[config.mk]
export PLATFORM = sky130hd
export DESIGN_NAME = bit_serial_add_sequencer
export DESIGN_NICKNAME = d
export VERILOG_FILES = /design/src/rtl/fixed_point_add_pkg.sv /design/src/rtl/serial_add_bit_slice.sv /design/src/rtl/bit_serial_add_sequencer.sv
export SDC_FILE = /design/constraint.sdc
export NUM_CORES = 1
export LEC_CHECK = 0
export CORE_MARGIN = 3
export CORE_UTILIZATION = 45
export CTS_CLUSTER_SIZE = 30
export DETAILED_ROUTE_END_ITERATION = 7
export GPL_TIMING_DRIVEN = 1
export PLACE_DENSITY_LB_ADDON = 0.08
export SETUP_SLACK_MARGIN = 0.5
export SLEW_MARGIN = 15
export SYNTH_ARGS = -nofsm -noshare
export SYNTH_HDL_FRONTEND = slang
export SYNTH_SLANG_ARGS = --single-unit
[constraint.sdc]
create_clock -name clk -period 3.1 [get_ports clk]
set_clock_uncertainty 0.05 [all_clocks]
set_input_delay 0.62 -clock clk [delete_from_list [all_inputs] [get_ports clk]]
set_output_delay 0.62 -clock clk [all_outputs]
set_load 0.05 [all_outputs]
[src/rtl/fixed_point_add_pkg.sv]
// Shared types and helpers for the fixed-point add unit.
// Used by the bit-serial add sequencer (see SERIAL_ADD_OVF_EN in the top file).
package fixed_point_add_pkg;

  typedef enum logic [1:0] {
    IDLE = 2'd0,
    RUN  = 2'd1,
    DONE = 2'd2
  } serial_add_state_t;

  // Bit counter width: ceil(log2(width)), never narrower than one bit.
  function automatic int serial_add_cnt_w(input int width);
    int w;
    w = $clog2(width);
    return (w < 1) ? 1 : w;
  endfunction

endpackage

[src/rtl/serial_add_bit_slice.sv]
// One-bit full-add slice; purely combinational.
module serial_add_bit_slice (
  input  logic a,
  input  logic b,
  input  logic carry_in,
  output logic s,
  output logic p,
  output logic g,
  output logic carry_out
);

  // Generate/propagate form of a full adder.
  always_comb begin
    g         = a & b;
    p         = a | b;
    s         = (p & ~g) ^ carry_in;
    carry_out = g | ((p & ~g) & carry_in);
  end

endmodule

[src/rtl/bit_serial_add_sequencer.sv]
// Bit-serial adder controller: captures operands, runs one full-add slice
// LSB-first for WIDTH cycles, then holds sum/carry on a valid/ready port.
// Optional: define SERIAL_ADD_OVF_EN to add the registered signed-overflow
// output ovf.
//
// state | meaning
// IDLE  | ready for operands, last result held on c/co
// RUN   | one bit per cycle through the slice
// DONE  | result valid, waiting for out_ready
module bit_serial_add_sequencer
  import fixed_point_add_pkg::*;
#(
  parameter int WIDTH = 8
) (
  input  logic             clk,
  input  logic             rst,
  input  logic             in_valid,
  output logic             in_ready,
  input  logic [WIDTH-1:0] a,
  input  logic [WIDTH-1:0] b,
  input  logic             ci,
  output logic             out_valid,
  input  logic             out_ready,
  output logic [WIDTH-1:0] c,
  output logic             co,
  output logic             busy
`ifdef SERIAL_ADD_OVF_EN
  ,
  output logic             ovf
`endif
);

  localparam int CNT_W = serial_add_cnt_w(WIDTH);
  localparam logic [CNT_W-1:0] CNT_LAST = CNT_W'(WIDTH - 1);

  serial_add_state_t state_q, state_d;

  logic [WIDTH-1:0] a_sr, b_sr, r_q, r_next, c_q;
  logic [CNT_W-1:0] cnt_q;
  logic             carry_q, co_q;
  logic             load, step, last;
  logic             slice_s, slice_p, slice_g, slice_co;

  serial_add_bit_slice u_slice (
    .a         (a_sr[0]),
    .b         (b_sr[0]),
    .carry_in  (carry_q),
    .s         (slice_s),
    .p         (slice_p),
    .g         (slice_g),
    .carry_out (slice_co)
  );

  // Sum bit enters at the MSB so the LSB-first result lands in place.
  generate
    if (WIDTH == 1) begin : g_r_w1
      assign r_next = slice_s;
    end else begin : g_r_wn
      assign r_next = {slice_s, r_q[WIDTH-1:1]};
    end
  endgenerate

  // State register.
  always_ff @(posedge clk) begin
    if (rst) state_q <= IDLE;
    else     state_q <= state_d;
  end

  // Next state, handshake outputs and datapath enables.
  always_comb begin
    state_d   = state_q;
    in_ready  = 1'b0;
    out_valid = 1'b0;
    busy      = 1'b1;
    load      = 1'b0;
    step      = 1'b0;
    last      = 1'b0;
    case (state_q)
      IDLE: begin
        in_ready = 1'b1;
        busy     = 1'b0;
        if (in_valid) begin
          load    = 1'b1;
          state_d = RUN;
        end
      end
      RUN: begin
        step = 1'b1;
        if (cnt_q == CNT_LAST) begin
          last    = 1'b1;
          state_d = DONE;
        end
      end
      DONE: begin
        out_valid = 1'b1;
        if (out_ready) state_d = IDLE;
      end
      default: state_d = IDLE;
    endcase
  end

  // Operand shift, carry flop, counter and result capture.
  always_ff @(posedge clk) begin
    if (rst) begin
      a_sr    <= '0;
      b_sr    <= '0;
      r_q     <= '0;
      c_q     <= '0;
      cnt_q   <= '0;
      carry_q <= 1'b0;
      co_q    <= 1'b0;
    end else if (load) begin
      a_sr    <= a;
      b_sr    <= b;
      carry_q <= ci;
      cnt_q   <= '0;
    end else if (step) begin
      a_sr    <= a_sr >> 1;
      b_sr    <= b_sr >> 1;
      r_q     <= r_next;
      carry_q <= slice_g | ((slice_p & ~slice_g) & carry_q);
      cnt_q   <= cnt_q + CNT_W'(1);
      // c/co are separate so they only change when a result completes.
      if (last) begin
        c_q  <= r_next;
        co_q <= slice_co;
      end
    end
  end

  assign c  = c_q;
  assign co = co_q;

`ifdef SERIAL_ADD_OVF_EN
  logic ovf_q;

  // Overflow = carry into MSB xor carry out of MSB, taken on the last bit.
  always_ff @(posedge clk) begin
    if (rst)       ovf_q <= 1'b0;
    else if (last) ovf_q <= carry_q ^ slice_co;
  end

  assign ovf = ovf_q;
`endif

endmodule

After elaboration in Yosys (flattened, before gate mapping):

Index checks and enable logic that the tools add are counted.

* mux-type cells: 18
* reductions and logical operators: 6
* bitwise gates (word level): 8
* add/sub/neg operators: 1
* equality and inequality tests: 6

Operator list (count)
* 2-to-1 mux 8 bit: 4
* 2-to-1 mux 1 bit: 10
* 2-to-1 mux 2 bit: 3
* != test 2 bit, second input constant: 3
* one-hot mux 2 bit (3 select lines): 1
* AND reduction 3 bit: 2
* adder 3 x 1 -> 3 bit, second input constant: 1
* AND 1 bit: 3
* equality test 3 bit, second input constant: 1
* equality test 2 x 1 -> 1 bit, second input constant: 1
* equality test 2 bit, second input constant: 1
* zero test 2 bit: 1
* inverter 1 bit: 2
* OR 1 bit: 2
* AND reduction 2 bit: 1
* nonzero test 2 bit: 1
* OR reduction 2 bit: 1
* XOR 1 bit: 1

* output and inout port bits: 12
* word-level logic and storage cells: 47
* register bits: 39

Longest topological paths before layout:

Gate-level depths: netlist (run 1).

* depth in word-level cells: 7
* depth in mapped cells: 6
* depth with buffers taken out: 5

Cells and area by module:

Synthesis (run 1) repeated with hierarchy kept, for this count alone.

* cell total of the unflattened synthesis: 191
* area, all modules: 1682.9 sq um

By module, submodules not included
* bit_serial_add_sequencer: area each 1626.6 sq um, instances 1, seq. area each 760.7 sq um, cells each 185
* serial_add_bit_slice: area each 56.3 sq um, instances 1, seq. area each 0.0 sq um, cells each 6

Worst setup path after synthesis (run 1):

Ideal clock, no wire load.

* path type: register to output
* start point: reg state_q[0]
* end point: out in_ready
* data arrival time: 1.278 ns
* required time: 2.430 ns
* cell stages (with the launch flop): 5
* slack: 1.152 ns
* cell sequence: dfxtp_1 > buf_6 > inv_1 > nand2_1 > inv_1

* cells in the longest elaborated chain, start to end: 2

RTL lines
* start: declaration: line bit_serial_add_sequencer.sv:36 `serial_add_state_t state_q, state_d;`
* start signal: assignment: line bit_serial_add_sequencer.sv:66 `else state_q <= state_d;`
* zero test 2 bit: line bit_serial_add_sequencer.sv:78 `case (state_q)`
* 2-to-1 mux 1 bit: line bit_serial_add_sequencer.sv:78
* end: declaration: line bit_serial_add_sequencer.sv:18 `output logic in_ready,`

No other way between the ends.

Worst setup path in the final report (run 1):

* start point: reg state_q[0]
* end point: out busy

* cells in the longest elaborated chain, start to end: 2

RTL lines
* zero test 2 bit: line bit_serial_add_sequencer.sv:78
* 2-to-1 mux 1 bit: line bit_serial_add_sequencer.sv:78
* end: declaration: line bit_serial_add_sequencer.sv:26 `output logic busy`

No other way between the ends.

==> key figures, run 1 <==
Global route
  • Initial antenna violation count: 0
  • Grt total ovfl: 0
  • Number of global-route vias before repair: 1234
  • First-pass GRT wire length: 5.55 mm
  • GRT Total Usage: 16.7%
  • Largest net degree at the start of global routing: 28

Floorplanning
  • Num rows: 20
  • Die Wd: 65.4 um
  • Chip Height: 65.4 um
  • Die area: 4270 um^2
  • Core region area: 3200 um^2
  • Ports: 33
  • Initial Util: 49.5%

Placed design
  • DP Wirelength: 2.24 mm
  • RD Place Congestion: 0.748
  • Placed inst area: 1890 um^2
  • Dpl ws: 869 ps
  • Buffers on Ports: 32

STA
  • Crit share post-route: 70.7%
  • Setup_tns: 0 ps
  • Hold Slack: 410 ps
  • RSZ-0062 raised after global routing: no
  • Final setup fails: 0
  • Fmax: 456 MHz
  • Final Slew Violations: 0
  • Minimum clock period: 2190 ps
  • Final WS setup: 908 ps
  • Relative slew slack: 41.1%
  • Worst Tran Pin Value: 884 ps
  • Hold Vio Cnt, Final: 0

Clock tree
  • Clock sink count: 38
  • Htree depth: 2
  • Clock-pin slew on the worst setup and hold paths: 110 ps
  • Clock root cell: clkbuf_4
  • Post-CTS Setup Inserts: 0
  • Num CTS Buffers: 5
  • CTS tree: done
  • # hold bufs at CTS: 0
  • Clk_lat worst skew: 330 ps
  • Clk buf depth: 2

Worst setup path
  • Critical Path Start Type: flip-flop
  • Crit-path slowest cell: dfxtp_1
  • Crit path largest cell delay: 510 ps
  • Crit-path cells: inv_1 -> nand2_1 -> dlymetal6s2s_1
  • WS Path Type: reg2out
  • CP Capture Point: busy
  • Crit path max fanout: 9
  • CP Data Arrival Time: 1520 ps
  • R2R depth: 3
  • CP required: 2430 ps
  • Critical Path Start: state_q[0]
  • CP Capture Type: primary output
  • R2R Path End: b_sr[3]
  • Worst R2R Start: state_q[1]
  • FF-to-FF setup slack: 1320 ps

Power and ir drop
  • Pleak: 0.717 nW
  • Maximum VDD drop: 0.290 mV
  • P per Cell Area: 461 nW/um^2

Yosys
  • Avg Cell Area, Syn: 8.48 um^2
  • Post-synthesis cell count: 187
  • Post-synthesis sequential area ratio: 48.0%
  • Synth Flop Type: dfxtp_1
  • Synthesized net count: 211
  • Post-Syn Area: 1590 um^2
  • Number of enable flip-flop cells after synthesis: 0
  • FF+latch count, synth: 38
  • Fraction of registers with async set/reset: 0%
  • Synth unique cells: 26
  • Ys Warns: 0

Finish
  • Syn-to-layout area delta: 22.4%
  • Post-route cell area: 1940 um^2
  • Fillcell total: 323
  • Ant diodes: 0
  • Multi-input gate area: 726 um^2
  • Seq. cell area: 761 um^2
  • Layout cells sized above 1: 5.61%
  • Final net count: 238

Hold path
  • Hold WC Path Type: reg2reg
  • Hold path start: c[6]

Run status
  • Outcome: finished clean

Drt
  • DRT iter0 DRCs: 44
  • Via/cell ratio: 5.22
  • DRC Markers: 0
  • Via count: 1348
  • Final ANT Viol Nets: 0
  • DR WL/cell: 12.5 um
  • Drt total wl: 3.24 mm
  • Drt pass-1 iters: 4

Run
  • MaxCap Viol Count: 0
## cell families (layout without fill, tap and decap cells)
logic type / count (synthesis) / after routing / synth area share, %
compound gates: 50 / 50 / 19.4
xor+xnor: 1 / 1 / 0.553
fa+ha+maj: 3 / 3 / 2.84
buf+inv: 17 / 44 / 6.39
flops: 38 / 38 / 48.0
mux: 2 / 2 / 1.26
simple gates: 76 / 76 / 21.5
## cell type report
class | instances | area share [%]
clock buffers | 7 | 2.32
repair buffers | 34 | 17.7
inverters | 3 | 0.580
well taps | 44 | 2.84
multi-input cells | 132 | 37.4
flip-flops and latches | 38 | 39.2
## per-stage QoR
step | instances | power, mW | utilization (%)
6_report | 258 | 0.895 | 60.6
5_1_grt | 258 | 0.946 | 60.6
4_1_cts | 258 | 0.907 | 60.4
3_5_place_dp | 251 | 0.675 | 58.9
3_3_place_gp | 251 | 0.671 | 58.9
2_1_floorplan | 187 | 0.634 | -
## cell usage after synthesis, types with 2 or more instances
master,instances,area share [%]
a211oi_1,14,6.6
a21oi_1,29,9.2
buf_2,3,0.95
buf_4,3,1.4
buf_6,3,2.1
clkbuf_1,5,1.2
dfxtp_1,38,48
ha_1,2,1.6
inv_1,3,0.71
mux2i_1,2,1.3
nand2_1,38,9.0
nand2b_1,3,1.2
nand3_1,11,3.5
nor2_1,15,3.6
nor2b_1,2,0.79
nor3_1,3,0.95
o22ai_1,4,1.6
## worst max-delay path, delay by kind of cell (launching register included)
kind	cells	cell delay, ps
buffers and inverters	2	570
flip-flops	1	510
AND/OR/NAND/NOR	1	110
## worst min path at each step
| stage | endpoint | slack [ps] | cells after the start |
|---|---|---|---|
| floorplan | r_q[1] | 390 | 2 |
| global placement | a_sr[5] | 390 | 2 |
| detailed placement | c[6] | 400 | 2 |
| CTS | c[6] | 410 | 2 |
| global route | c[6] | 440 | 2 |
| finish | c[6] | 410 | 2 |
## cell usage in the layout, fill, tap and decap left out, types with 2 or more instances in the layout
cell type | synthesis | layout
buf_4 | 3 | 2
clkbuf_1 | 5 | 2
dfxtp_1 | 38 | 38
nor3_1 | 3 | 3
ha_1 | 2 | 2
dlymetal6s2s_1 | 0 | 3
o22ai_1 | 4 | 4
inv_1 | 3 | 3
nand2_1 | 38 | 38
clkdlybuf4s50_1 | 0 | 29
mux2i_1 | 2 | 2
nand3_1 | 11 | 11
clkbuf_4 | 0 | 5
nand2b_1 | 3 | 3
nor2_1 | 15 | 15
a211oi_1 | 14 | 14
a21oi_1 | 29 | 29
## flip-flops by register name, indices dropped and copies added (netlist names)
signal / count
co: 1
carry_q: 1
cnt_q: 3
r_q: 7
b_sr: 8
a_sr: 8
state_q: 2
c: 8
## power by group
| group | switching, mW | total (mW) | internal (mW) | leakage (nW) |
|---|---|---|---|---|
| registers | 0.0160 | 0.528 | 0.512 | 0.311 |
| logic | 0.0725 | 0.134 | 0.0620 | 0.381 |
| clock network | 0.147 | 0.232 | 0.0856 | 0.0254 |
## what timing repair did
item	4_1_cts	5_1_grt
endpoints found under the hold margin	0	0
gates resized for setup	0	3
endpoints found under the setup margin	0	3
## metal layers
layer  vias to the layer above  GRT usage, %  part of all wire, %
li1                        692             -                    -
met1                       626          20.0                   45
met2                        25          27.6                   47
met3                         5          6.50                  6.9
met4                         0          4.66                  1.3
met5                         -             0                    0
(Power assumes the default switching activity.)
==> inputs of run 2 (changes only) <==
clock period = 1.9 ns   (was 3.1 ns; I/O delays follow)
==> key figures, run 2 (synthesis gave the netlist of run 1 again) <==
Drt
  • Via/cell ratio: 5.35
  • Final ANT Viol Nets: 0
  • Drt pass-1 iters: 6
  • Drt total wl: 3.77 mm
  • DR WL/cell: 13.6 um
  • DRT iter0 DRCs: 77
  • DRC Markers: 0
  • Via count: 1483

Finish
  • Multi-input gate area: 792 um^2
  • Fillcell total: 274
  • Final net count: 256
  • Ant diodes: 0
  • Most frequent cells in the layout: 37 x nand2_1, 36 x dfxtp_1, 29 x a21oi_1, 19 x clkdlybuf4s50_1, 18 x buf_4
  • Most common cell after layout, fill and taps aside: nand2_1
  • Layout cells sized above 1: 24.5%
  • Post-route cell area: 2230 um^2
  • Count of non-filler cells in the finished layout: 277
  • Syn-to-layout area delta: 40.5%
  • Seq. cell area: 768 um^2

Power and ir drop
  • Seq pwr share: 53.7%
  • Sw Share: 26.7%
  • Gate power share: 19.2%
  • Internal power: 1.17 mW
  • Sw Pwr: 427 uW
  • Overall Power: 1.60 mW
  • Pleak: 0.838 nW
  • Maximum VDD drop: 0.649 mV
  • Clock share of power: 27.1%
  • P per Cell Area: 719 nW/um^2

Clock tree
  • Num CTS Buffers: 5
  • Clock root cell: clkbuf_4
  • Clock sink count: 38
  • Htree depth: 2
  • Clk_lat worst skew: 340 ps
  • CTS tree: done
  • Clk buf depth: 2
  • # hold bufs at CTS: 0
  • Clock-pin slew on the worst setup and hold paths: 100 ps

Hold path
  • Hold WC Path Type: reg2reg

STA
  • Final WS setup: 351 ps
  • Setup_tns: 0 ps
  • Relative slew slack: 86.0%
  • Hold Vio Cnt, Final: 0
  • Fmax: 646 MHz
  • RSZ-0062 raised after global routing: yes
  • Final Slew Violations: 0
  • Worst Tran Pin Value: 210 ps
  • Minimum clock period: 1550 ps
  • Final setup fails: 0
  • Crit share post-route: 81.5%

Global route
  • Initial antenna violation count: 0
  • Largest net degree at the start of global routing: 39
  • Number of global-route vias before repair: 1374
  • GRT Total Usage: 18.7%
  • First-pass GRT wire length: 6.23 mm
  • Grt total ovfl: 0

Worst setup path
  • CP top delay family: flip-flops
  • Crit path largest cell delay: 370 ps
  • Crit path max fanout: 5
  • Crit-path cells: buf_6 -> nor2b_4 -> buf_12
  • CP Data Arrival Time: 1120 ps
  • Critical Path Start Type: flip-flop
  • Crit-path slowest cell: dfxtp_4
  • CP Capture Type: primary output
  • WS Path Type: reg2out
  • CP required: 1470 ps
  • Buf/Inv on CP: 2

Placed design
  • RD Place Congestion: 0.723
  • DP Wirelength: 2.24 mm
  • Dpl ws: -42.6 ps
  • Placed inst area: 1950 um^2
  • Buffers on Ports: 32
  • Placed cells: 256

Floorplanning
  • Die Wd: 65.4 um
  • Core region area: 3200 um^2
  • Initial Util: 49.5%
  • Die area: 4270 um^2
  • Ports: 33
  • Num rows: 20
  • Chip Height: 65.4 um

Run status
  • Outcome: finished clean

Run
  • MaxCap Viol Count: 0
## run 2: changes by cell type in the layout (fill, tap and decap cells not counted), moves of 2 or more
cell	change
buf_4	+16
dfxtp_4	+2
inv_1	-3
clkdlybuf4s50_1	-10
dlymetal6s2s_1	-3
dfxtp_1	-2
buf_6	+6
nor2b_4	+2
or3b_4	+2
buf_12	+5
## run 2: layout make-up
cell class	instances	share of cell area, %
clock buffer	7	2.47
tap	44	2.47
clock inverter	1	0.225
sequential	38	34.5
inverter	3	0.787
multi-input combinational	133	35.6
timing repair buffer	51	24.0
## run 2: worst paths after layout
check,endpoint,startpoint,slack [ps],cells past startpoint
max,out_valid,state_q[0],350,3
min,c[6],c[6],410,2
max reg2reg,b_sr[5],state_q[0],430,7
min reg2reg,c[6],c[6],410,2
## run 2: through the flow
| step | utilization [%] | hold slack [ps] |
|---|---|---|
| 6_report | 69.5 | 410 |
| 5_1_grt | 69.5 | 425 |
| 4_1_cts | 67.9 | 413 |
| 3_5_place_dp | 61.0 | 398 |
| 3_3_place_gp | 61.0 | 393 |
| 2_1_floorplan | - | 387 |
## run 2: what timing repair did
action,in CTS,in global routing
setup endpoints to repair,35,36
setup buffers,8,2
pin swaps,5,7
resized for setup,19,7
cloned,2,1
## run 2: routing by layer
metal | vias up | wire (um) | global-route usage (%)
met3 | 5 | 209 | 6.32
met2 | 38 | 1890 | 31.4
met1 | 705 | 1620 | 22.6
met4 | 0 | 40 | 5.44
met5 | - | 0 | 0
li1 | 735 | - | -
## run 2: worst reg2reg max path, stage by stage, from the launching register on
cell	delay (ps)
dfxtp_4	370
buf_6	130
buf_4	150
nor3b_4	180
buf_6	150
buf_12	120
a21oi_1	50
a211oi_2	210
## run 2: power groups by stage
stage	combinational [mW]	sequential (mW)	clock (mW)
after global routing	0.334	0.864	0.484
after detailed placement	0.246	0.882	0
after floorplan	0.166	0.871	0
after CTS	0.295	0.859	0.449
after global placement	0.242	0.880	0
final	0.307	0.860	0.434
